**config.mk**
```make
export PLATFORM = sky130hd
export DESIGN_NAME = addr_sequencer
export DESIGN_NICKNAME = d
export VERILOG_FILES = /design/src/rtl/addr_sequencer_pkg.sv /design/src/rtl/addr_sequencer.sv
export SDC_FILE = /design/constraint.sdc
export NUM_CORES = 1
export LEC_CHECK = 0
export ABC_AREA = 1
export CORE_AREA = 2 2 82 84
export DETAILED_ROUTE_END_ITERATION = 8
export DIE_AREA = 0 0 84 86
export GPL_ROUTABILITY_DRIVEN = 0
export PLACE_DENSITY = 0.82
export REMOVE_ABC_BUFFERS = 1
export SETUP_SLACK_MARGIN = 0.3
export SLEW_MARGIN = 15
export SYNTH_ARGS = -nofsm -noshare
export SYNTH_HDL_FRONTEND = slang
export SYNTH_SLANG_ARGS = --single-unit
```
**constraint.sdc**
```tcl
create_clock -name clk -period 1.4 [get_ports clk]
set_clock_uncertainty 0.1 [all_clocks]
set_input_delay 0.21 -clock clk [delete_from_list [all_inputs] [get_ports clk]]
set_output_delay 0.21 -clock clk [all_outputs]
set_load 0.02 [all_outputs]
```
**src/rtl/addr_sequencer_pkg.sv**
```systemverilog
// Shared CPU package: sequencer state encoding
// and the program counter reset value.
package addr_sequencer_pkg;

    typedef enum logic [2:0] {
        ST_FETCH,
        ST_DECODE,
        ST_FETCH2,
        ST_MEMACC,
        ST_ADVANCE
    } seq_state_e;

    localparam logic [15:0] RESET_PC = 16'h0000;

endpackage

```
**src/rtl/addr_sequencer.sv**
```systemverilog
// Instruction/address sequencer FSM. Fetches opcodes (and the second byte
// of relative jumps), runs one memory access when needed, and advances pc.
// Ports: clk/rst_n; run gates new fetches; bus_* is a req/ack byte bus;
// pc/ir/longoffs and calc_* drive the external address calculator, whose
// calc_addr/calc_pcout come back in; dec_* come from the opcode decoder
// on ir; ld_data/ld_valid deliver load data; retire pulses per instruction.
module addr_sequencer
    import addr_sequencer_pkg::*;
(
    input  logic        clk,
    input  logic        rst_n,
    input  logic        run,
    output logic        bus_req,
    output logic        bus_we,
    output logic [15:0] bus_addr,
    output logic        bus_wdata_en,
    input  logic        bus_ack,
    input  logic [7:0]  bus_rdata,
    output logic [15:0] pc,
    output logic [7:0]  ir,
    output logic [7:0]  longoffs,
    output logic        calc_mem,
    output logic        calc_stack,
    output logic        calc_jump,
    output logic        calc_longjump,
    input  logic [15:0] calc_addr,
    input  logic [15:0] calc_pcout,
    input  logic        dec_mem,
    input  logic        dec_stack,
    input  logic        dec_store,
    input  logic        dec_jump,
    input  logic        dec_long,
    input  logic        dec_taken,
    output logic [7:0]  ld_data,
    output logic        ld_valid,
    output logic        retire
);

    seq_state_e  state_q, state_d;
    logic [15:0] pc_q, pc_d;
    logic [7:0]  ir_q, ir_d;
    logic [7:0]  lo_q, lo_d;
    logic [7:0]  ldd_q, ldd_d;
    logic        ldv_q, ldv_d;
    logic        pend_q, pend_d;
    logic        req_c;

    always_ff @(posedge clk or negedge rst_n) begin
        if (!rst_n) begin
            state_q <= ST_FETCH;
            pc_q    <= RESET_PC;
            ir_q    <= 8'h00;
            lo_q    <= 8'h00;
            ldd_q   <= 8'h00;
            ldv_q   <= 1'b0;
            pend_q  <= 1'b0;
        end else begin
            state_q <= state_d;
            pc_q    <= pc_d;
            ir_q    <= ir_d;
            lo_q    <= lo_d;
            ldd_q   <= ldd_d;
            ldv_q   <= ldv_d;
            pend_q  <= pend_d;
        end
    end

    always_comb begin
        state_d       = state_q;
        pc_d          = pc_q;
        ir_d          = ir_q;
        lo_d          = lo_q;
        ldd_d         = ldd_q;
        ldv_d         = 1'b0;
        pend_d        = pend_q;
        req_c         = 1'b0;
        bus_we        = 1'b0;
        bus_wdata_en  = 1'b0;
        bus_addr      = pc_q;
        calc_mem      = 1'b0;
        calc_stack    = 1'b0;
        calc_jump     = 1'b0;
        calc_longjump = 1'b0;
        retire        = 1'b0;

        unique case (state_q)
            ST_FETCH: begin
                // pend_q keeps an issued request alive after run drops
                req_c = run | pend_q;
                if (req_c) begin
                    if (bus_ack) begin
                        ir_d    = bus_rdata;
                        pend_d  = 1'b0;
                        state_d = ST_DECODE;
                    end else begin
                        pend_d = 1'b1;
                    end
                end
            end
            ST_DECODE: begin
                if (dec_jump)
                    state_d = ST_FETCH2;
                else if (dec_mem)
                    state_d = ST_MEMACC;
                else
                    state_d = ST_ADVANCE;
            end
            ST_FETCH2: begin
                // controls idle: calculator yields pc+1
                req_c    = 1'b1;
                bus_addr = calc_pcout;
                if (bus_ack) begin
                    lo_d    = bus_rdata;
                    pc_d    = calc_pcout;
                    state_d = ST_ADVANCE;
                end
            end
            ST_MEMACC: begin
                req_c        = 1'b1;
                calc_mem     = 1'b1;
                calc_stack   = dec_stack;
                bus_addr     = calc_addr;
                bus_we       = dec_store;
                bus_wdata_en = dec_store;
                if (bus_ack) begin
                    if (!dec_store) begin
                        ldd_d = bus_rdata;
                        ldv_d = 1'b1;
                    end
                    state_d = ST_ADVANCE;
                end
            end
            ST_ADVANCE: begin
                calc_jump     = dec_jump & dec_taken;
                calc_longjump = dec_long & dec_taken;
                pc_d          = calc_pcout;
                retire        = 1'b1;
                state_d       = ST_FETCH;
            end
            default: state_d = ST_FETCH;
        endcase
    end

    // reset withdraws the request without waiting for a clock edge
    assign bus_req  = req_c & rst_n;
    assign pc       = pc_q;
    assign ir       = ir_q;
    assign longoffs = lo_q;
    assign ld_data  = ldd_q;
    assign ld_valid = ldv_q;

endmodule

```
==> results.md <==
- Status: complete, but fails checks
- Failing checks: negative hold slack, negative setup slack
- WL/cell: between 15 and 20 microns
- Kind of critical path: register to output pin
- R2R Path Start: state_q[2]
- Fin Setup TNS: -14.47 ns
- Max-cap violations: 0
- Final min period: ~1.8 ns
- Std cell rows: 29
- CTS Buf Count: 5
- Initial antenna violation count: 0
- Post-route non-filler standard cell count: about 560
- Worst Tran Pin Value: roughly 0.71 ns
- Commonest cells after routing, fill and taps aside: nand2_1 (100), buf_6 (75), buf_4 (64), clkdlybuf4s50_1 (48), dfrtp_1 (44)
- Detailed Route WL: 8758 microns
- Worst-path cell chain: inv_2 -> nand2_4 -> nor2_8 -> clkbuf_16 -> nand2_1 -> nand3_2 -> buf_6
- DR DRC count: 0
- Critical-path top delay cell: dfrtp_1
- Final core occ: 0.7728
- Worst path max stage delay: roughly 0.40 ns
- Residual overflow from global routing: 0
- HPWL Detailed: between 5000 and 6000 microns
- Crit path DAT: roughly 1.5 ns
- Via count: roughly 2700
- DR iter-0 viols: 95
- Cell Area, Placed: roughly 0.0037 sq mm
- Critical path's top delay family: flip-flops
- Hold crit path type: input pin to asynchronous set/reset pin
- Startpoint Class: register
- Layout fillers: 440
- Final ANT Viol Nets: 0
- H-tree depth: 2
- Root Buffer: clkbuf_8
- Syn-to-layout area delta: 116.6%
- Fin nets: ~530
- Final hold violations: 45
- Hold_ws: -0.05414 ns
- Clock sinks: 45
- Post-route cell area: 0.004851 sq mm
- CTS Buffer Depth: 2
- Setup violations, final: 57
- Crit. End Element: output pin
- RSZ-0062 raised after global routing: true
- Port Buffers: 114
- PwrDens: between 2000 and 2500 mW/mm^2
- Required @ worst endpoint: about 1.1 ns
- WP buf/inv: 3
- Share of post-route cells with drive strength above 1: 0.5228
- Global-route wire length before repair: roughly 13000 microns
- Top post-synthesis cells by area: dfrtp_1 (50%), nand2_1 (21%), nand3_1 (9.6%)
- Reg2reg setup slack: -0.34 ns
- Pre-Repair DR Iteration Count: 4
- Seq cells post-synth: between 40 and 50
- Final Cycle Share: 1.288
- Reg2Reg Depth: 10
- Vias in the first global route: around 2700
- Slew headroom: 0.5276
- TritonCTS clock tree: done
- Yosys top cell area share: 0.5028
- Post-synth top area cell: dfrtp_1
- Cell area after synthesis: ~0.0022 sq mm
- Synth Flop Type: dfrtp_1
- Fin. max-slew vios: 0
- Synth Area in Adders: 0
- Die Y: about 86 microns
- Initial Util: 0.3568
- Main combinational cell family by area after synthesis: simple AND/OR/NAND/NOR gates
- Total of warnings raised by yosys: 0
- GRT Total Usage: 0.2177
- Syn Inst Count: between 200 and 300
- Die area: 0.007224 sq mm
- I/O Pins: ~120
- Place WS: -0.5251 ns
- Unique masters post-synth: 21
- VDD IR max: 1.413 mV
- EDFF count, synth: 0
- Most common cell after layout, fill and taps aside: nand2_1
- Vias per inst: slightly below 5
- Asr flop ratio synth: 1.000
- LEAKAGE: 2.478 nW
- Std-Cell Core Area: 0.006277 sq mm
- Worst r2r dst: ld_data[1]
- Mux cell area share after synthesis: 0
- Synth Area per Inst: 7.858 sq um
- Sequential area share after synthesis: 0.5028
- Synth Area in XOR/XNOR: 0
- Inserted Diodes: 0
- Post-Synth Simple-Gate Area: 0.3626
- F_max: ~0.55 GHz
- Largest net degree at the start of global routing: between 40 and 50
- Clock latency at the later pin of the worst-skew pair: approximately 0.30 ns
- PnR worst setup slack: -0.4026 ns
- Placed Cells: slightly above 500
- Synth Area in Compound Gates: 0.06034
- Chip Width: 84 microns
- Clock transition at path regs: approximately 0.1 ns
- Crit Path Max Fanout: 8
-- synthesized netlist by cell type, types with 2 or more instances --
| master | number |
|---|---|
| o21ai_2 | 8 |
| buf_4 | 5 |
| o21ai_0 | 9 |
| nand3_2 | 2 |
| nand3_1 | 43 |
| inv_1 | 18 |
| inv_2 | 2 |
| nand2_2 | 2 |
| buf_6 | 2 |
| nor2_1 | 8 |
| dfrtp_1 | 45 |
| nor2_2 | 3 |
| buf_2 | 5 |
| nand2_1 | 126 |
-- sequential cells by signal (all words and copies together), names as in the netlist --
name,count
pc,16
ir,8
ld_data,8
longoffs,8
state_q,3
ld_valid,1
pend_q,1
-- repair_timing --
action,4_1_cts,5_1_grt
pin swaps,17,15
gates resized for setup,445,81
cloned,3,2
setup buffers,19,21
endpoints found under the hold margin,45,45
endpoints found under the setup margin,110,110
-- layout make-up --
class	instances	area, sq um	area share
Timing Repair Buffer	199	2046	0.4217
Tap cell	77	96.34	0.01986
Multi-Input combinational cell	209	1404	0.2894
Clock buffer	5	68.82	0.01419
Sequential cell	45	1127	0.2324
Inverter	21	83.83	0.01728
Clock inverter	3	25.02	0.005159
-- cell families after synthesis --
kind of cell    Yosys count
buf+inv                  33
flops                    45
compound gates           20
simple gates            187
-- layer usage --
metal / GRT usage / vias up / wire length (microns)
li1: - / 1295 / -
met1: 0.2451 / 1338 / 3256
met2: 0.4138 / 104 / 4799
met3: 0.06352 / 11 / 607
met4: 0.03666 / 0 / 93
met5: 0 / - / 0
-- report_power, final --
part | internal (mW) | switching [mW]
clock network | 0.364 | 0.484
logic | 3.92 | 3.57
registers | 1.88 | 0.548
total | 6.16 | 4.60
-- worst max path at each step --
stage               start            to  slack (ns)  cells after the start
2_1_floorplan  state_q[2]  bus_wdata_en       -0.54                      5
3_3_place_gp          run       bus_req       -0.49                      6
3_5_place_dp   state_q[2]  bus_addr[12]       -0.53                      7
4_1_cts        state_q[2]   bus_addr[4]       -0.36                      7
5_1_grt        state_q[2]   bus_addr[6]       -0.48                      7
6_report       state_q[2]   bus_addr[7]       -0.40                      7
-- metrics by stage --
step / power, mW / hold WS (ns)
global placement: 7.512 / 0.2781
detailed placement: 7.637 / 0.2913
CTS: 9.674 / -0.04327
finish: 10.77 / -0.05414
global route: 11.38 / -0.03286
floorplan: 4.786 / -0.1856
(Power assumes the default switching activity.)
